--- src/rtl/uart_show_tx.sv ---
// UART transmitter for a short message of up to 16 bytes held in a 128-bit word.
// Byte 0 is the most significant byte. Frames are 8N1, LSB first, and are sent back-to-back.
module uart_show_tx #(
  parameter int CLKS_PER_BIT = 868
) (
  input  logic         clk,
  input  logic         reset,
  input  logic         start,
  input  logic [127:0] tx_show,
  input  logic [4:0]   show_len,
  output logic         tx,
  output logic         busy,
  output logic         done
);

  localparam int CNT_W = $clog2(CLKS_PER_BIT);

  typedef enum logic [1:0] {IDLE, START, DATA, STOP} state_t;

  state_t         state_q, state_d;
  logic [CNT_W-1:0] cnt_q, cnt_d;
  logic [2:0]     bit_idx_q, bit_idx_d;
  logic [3:0]     byte_idx_q, byte_idx_d;
  logic [4:0]     len_q, len_d;
  logic [127:0]   data_q, data_d;
  logic           tx_q, tx_d;
  logic           busy_q, busy_d;
  logic           done_q, done_d;

  logic           bit_end;
  logic           last_byte;
  logic [4:0]     clamped_len;

  assign bit_end     = (cnt_q == CNT_W'(CLKS_PER_BIT - 1));
  assign last_byte   = (({1'b0, byte_idx_q} + 5'd1) == len_q);
  assign clamped_len = (show_len > 5'd16) ? 5'd16 : show_len;

  // Bit b of byte k sits at data_q[8*(15-k) + b], i.e. index {~k, b}.
  always_comb begin
    state_d    = state_q;
    cnt_d      = cnt_q;
    bit_idx_d  = bit_idx_q;
    byte_idx_d = byte_idx_q;
    len_d      = len_q;
    data_d     = data_q;
    tx_d       = tx_q;
    busy_d     = busy_q;
    done_d     = 1'b0;

    if (state_q != IDLE) begin
      cnt_d = bit_end ? '0 : cnt_q + CNT_W'(1);
    end

    case (state_q)
      IDLE: begin
        if (start) begin
          data_d     = tx_show;
          len_d      = clamped_len;
          byte_idx_d = 4'd0;
          bit_idx_d  = 3'd0;
          cnt_d      = '0;
          if (clamped_len == 5'd0) begin
            done_d = 1'b1;
          end else begin
            state_d = START;
            busy_d  = 1'b1;
            tx_d    = 1'b0;
          end
        end
      end
      START: begin
        if (bit_end) begin
          state_d   = DATA;
          bit_idx_d = 3'd0;
          tx_d      = data_q[{~byte_idx_q, 3'd0}];
        end
      end
      DATA: begin
        if (bit_end) begin
          if (bit_idx_q == 3'd7) begin
            state_d = STOP;
            tx_d    = 1'b1;
          end else begin
            bit_idx_d = bit_idx_q + 3'd1;
            tx_d      = data_q[{~byte_idx_q, bit_idx_d}];
          end
        end
      end
      STOP: begin
        if (bit_end) begin
          if (last_byte) begin
            state_d = IDLE;
            busy_d  = 1'b0;
            done_d  = 1'b1;
          end else begin
            state_d    = START;
            byte_idx_d = byte_idx_q + 4'd1;
            bit_idx_d  = 3'd0;
            tx_d       = 1'b0;
          end
        end
      end
      default: begin
        state_d = IDLE;
        tx_d    = 1'b1;
        busy_d  = 1'b0;
      end
    endcase
  end

  always_ff @(posedge clk or negedge reset) begin
    if (!reset) begin
      state_q    <= IDLE;
      cnt_q      <= '0;
      bit_idx_q  <= 3'd0;
      byte_idx_q <= 4'd0;
      len_q      <= 5'd0;
      data_q     <= '0;
      tx_q       <= 1'b1;
      busy_q     <= 1'b0;
      done_q     <= 1'b0;
    end else begin
      state_q    <= state_d;
      cnt_q      <= cnt_d;
      bit_idx_q  <= bit_idx_d;
      byte_idx_q <= byte_idx_d;
      len_q      <= len_d;
      data_q     <= data_d;
      tx_q       <= tx_d;
      busy_q     <= busy_d;
      done_q     <= done_d;
    end
  end

  assign tx   = tx_q;
  assign busy = busy_q;
  assign done = done_q;

endmodule

--- config.mk ---
export PLATFORM = sky130hd
export DESIGN_NAME = uart_show_tx
export DESIGN_NICKNAME = d
export VERILOG_FILES = /design/src/rtl/uart_show_tx.sv
export SDC_FILE = /design/constraint.sdc
export NUM_CORES = 1
export LEC_CHECK = 0
export BUFFER_PORTS_ARGS = -buffer_cell sky130_fd_sc_hd__buf_4
export CAP_MARGIN = 20
export CORE_MARGIN = 8
export CORE_UTILIZATION = 55
export CTS_CLUSTER_DIAMETER = 30
export DETAILED_ROUTE_END_ITERATION = 8
export GPL_TIMING_DRIVEN = 0
export PLACE_DENSITY = 0.84
export SYNTH_ARGS = -nofsm -noshare
export SYNTH_HDL_FRONTEND = slang
export SYNTH_SLANG_ARGS = --single-unit
--- constraint.sdc ---
create_clock -name clk -period 6.4 [get_ports clk]
set_input_delay 1.28 -clock clk [delete_from_list [all_inputs] [get_ports clk]]
set_output_delay 1.28 -clock clk [all_outputs]
set_load 0.02 [all_outputs]
==> metrics.md <==
| Metric | Value |
|---|---|
| Final non-filler cell total | 900 |
| Sequential share of power | 0.479 |
| Fin area | 9443 sq um |
| Antenna violations before repair | 0 |
| Final hold slack | 0.4983 ns |
| Slowest cell delay on critical path | 0.48 ns |
| Post-synth EDFFs | 0 |
| Initial DRC count | 367 |
| Post_cts resized | 0 |
| Post-synth top cells | 154 x dfrtp_1, 133 x mux2_2, 33 x nand2_1 |
| GPL Wtd Cong | 0.8045 |
| Worst setup margin | 3.267 ns |
| Switching share of power | 0.2105 |
| Sw Pwr | 430.8 uW |
| Worst skew pair latency | 0.43 ns |
| Async SR Flop Fraction | 1.000 |
| Critical path peak fanout | 10 |
| Net Count, Synth | 694 |
| Simple-gate share of the synthesized area | 0.06139 |
| CTS tree | done |
| First-pass GRT wire length | 31.12 mm |
| Pre-CTS WS | 3.237 ns |
| Diodes inserted | 0 |
| CTS clk-pin slew, worst paths | 0.06 ns |
| Wire length per cell | 21.47 um |
| Comb power frac | 0.045 |
| Worst EP required | 6.74 ns |
| Global route total overflow | 0 |
| PortBufs | 138 |
| DRT antenna net count | 0 |
| Worst path cell trace | ha_1 > ha_1 > buf_2 > clkbuf_1 > mux4_2 > o211ai_1 > a311oi_1 > o32ai_1 > o211ai_1 |
| Top cell type's share of synthesized area | 0.5083 |
| Seq/Total Area, Yosys | 0.5117 |
| Core box area | 13670 sq um |
| Die Width | 133.4 um |
| Max-Cap Viols | 0 |
| Pin count of the biggest net entering global routing | 87 |
| Worst Hold Class | reg -> reg |
| Critical path arrival | 3.47 ns |
| Area contributors post-synth | dfrtp_1 51%, mux2_2 20%, mux4_2 6.5%, mux4_1 4.2%, o21ai_0 1.7% |
| Slew margin rel. | 0.4599 |
| Cell Pwr Density | 216.8 nW/um^2 |
| Drt total wl | 19.32 mm |
| Worst-margin pin slew | 0.8102 ns |
| Dominant synthesized flop cell | dfrtp_1 |
| Multiplexer area fraction after synthesis | 0.3177 |
| Final core utilization | 0.6910 |
| Max IR drop VDD | 0.1741 mV |
| Synthesized area | 7582 sq um |
| CTS H-tree lvls | 4 |
| Slowest CP cell | clkbuf_1 |
| # DRC | 0 |
| # clock sinks | 155 |
| Critical path type | reg -> reg |
| Unique masters post-synth | 55 |
| Final #Nets | 852 |
| Chip height | 133.4 um |
| CTS Buf Count | 17 |
| Vias in the first global route | 5945 |
| Layout cells sized above 1 | 0.4750 |
| Most common cell in the synthesized netlist | dfrtp_1 |
| Status | complete, no violations |
| DP Cell Count | 869 |
| Syn Inst Count | 550 |
| Overall Global Routing Usage | 0.2246 |
| Tot Pwr | 2.047 mW |
| Crit. End Element | flip-flop |
| Post-synthesis compound-gate area fraction | 0.06370 |
| Post-route clock period utilization | 0.4895 |
| Slew Viols, Final | 0 |
| Minimum clock period | 3.133 ns |
| Clock network fraction of total power | 0.476 |
| Skew final | 0.01281 ns |
| Synth Area in XOR/XNOR | 0.005776 |
| Hold-fix buffers at CTS | 0 |
| DR vias | 5335 |
| Startpoint type of the worst setup path | flip-flop |
| Setup TNS | 0 ns |
| Combinational family with the most area after synthesis | multiplexers |
| Row Count | 43 |
| TritonRoute pass-1 iters | 5 |
| Vias/cell | 5.928 |
| Fmax | 319.2 MHz |
| Placed inst area | 8875 sq um |
| Int Power | 1.616 mW |
| Mapped Avg Cell Area | 13.79 sq um |
| Clock Tree Buf Depth | 2 |
| Setup Buffers After CTS | 0 |
| FF+latch count, synth | 155 |
| Initial Util | 0.5548 |
| Final hold violations | 0 |
| Area Overhead vs Synth | 24.54% |
| Largest area contributor in the netlist | dfrtp_1 |
| Yosys warns | 0 |
| Clock Tree Root | clkbuf_16 |
| Leakage power | 4.659 nW |
| Adder-Cell Fraction of Synth Area | 0.01320 |
| Hpwl dp | 14.17 mm |
| RSZ-0062 raised after global routing | no |
| Ports | 139 |
| Critical path buffers and inverters | 2 |
| Die footprint | 17800 sq um |
| Setup violators final | 0 |
| Top delay family on crit path | compound AO/OA/AOI/OAI gates |
==> power groups by stage <==
stage / sequential (mW) / clock (mW) / combinational (mW)
finish: 0.980 / 0.975 / 0.0916
global route: 0.979 / 1.03 / 0.0994
CTS: 0.980 / 0.987 / 0.0931
detailed placement: 0.998 / 0 / 0.0924
global placement: 0.998 / 0 / 0.0871
floorplan: 0.998 / 0 / 0.00218
==> worst reg2reg max path, cell delays in order (launching register included) <==
cell and delay, ns:
dfrtp_1 0.41, ha_1 0.21, ha_1 0.45, buf_2 0.32
clkbuf_1 0.48, mux4_2 0.33, o211ai_1 0.08, a311oi_1 0.39
o32ai_1 0.18, o211ai_1 0.20
==> worst paths after layout <==
check / from / end / slack, ns / cells after the start
max in group asynchronous: reset / data_q[21]$_DFFE_PN0P_ / 4.67 / 2
min reg2reg: data_q[77]$_DFFE_PN0P_ / data_q[77]$_DFFE_PN0P_ / 0.50 / 1
min in group asynchronous: reset / data_q[109]$_DFFE_PN0P_ / 0.92 / 1
min: data_q[77]$_DFFE_PN0P_ / data_q[77]$_DFFE_PN0P_ / 0.50 / 1
max: bit_idx_q[0]$_DFFE_PN0P_ / tx$_DFFE_PN1P_ / 3.27 / 9
max reg2reg: bit_idx_q[0]$_DFFE_PN0P_ / tx$_DFFE_PN1P_ / 3.27 / 9
==> state kept, by name, indices dropped and copies added (netlist names) <==
register / count
cnt_q: 10
data_q: 128
len_q: 5
busy: 1
done: 1
byte_idx_q: 4
tx: 1
bit_idx_q: 3
state_q: 2
==> routing by layer <==
layer  vias up  share of wire  wire length (um)  global-route usage
met4         0          0.025               488             0.08921
li1       2389              -                 -                   -
met2       204           0.51              9896              0.3775
met1      2705           0.41              7853              0.2698
met5         -              0                 0                   0
met3        37          0.056              1083             0.05949
==> area by class of cell <==
type                       instances  area (sq um)
inverter                           7         26.28
clock buffer                      20         446.7
clock inverter                    11         121.4
sequential                       155          3880
tap                              180         225.2
fill                             927          4223
timing repair buffer             139          1067
buffer                            34         175.2
multi-input combinational        354          3501
==> layout by cell type, fill, tap and decap left out, drive strengths merged, types with 4 or more instances in the layout <==
cell    instances
a21oi           5
a311oi          4
a31oi           5
and3            6
buf           154
clkbuf         39
clkinv          6
dfrtp         154
ha              8
inv             8
mux2          133
mux2i          10
mux4           34
nand2          33
nand2b          9
nand3          13
nor2           11
nor2b           7
o211ai          6
o21ai          26
==> cells by family after synthesis <==
| family | count (synthesis) |
|---|---|
| AOI/OAI and AO/OA | 71 |
| xor gates and xnor gates | 5 |
| adders and majority gates | 8 |
| buffers and inverters | 41 |
| DFF | 155 |
| muxes | 177 |
| and+or+nand+nor | 93 |
No activity file was read; power rests on OpenSTA's default activity.
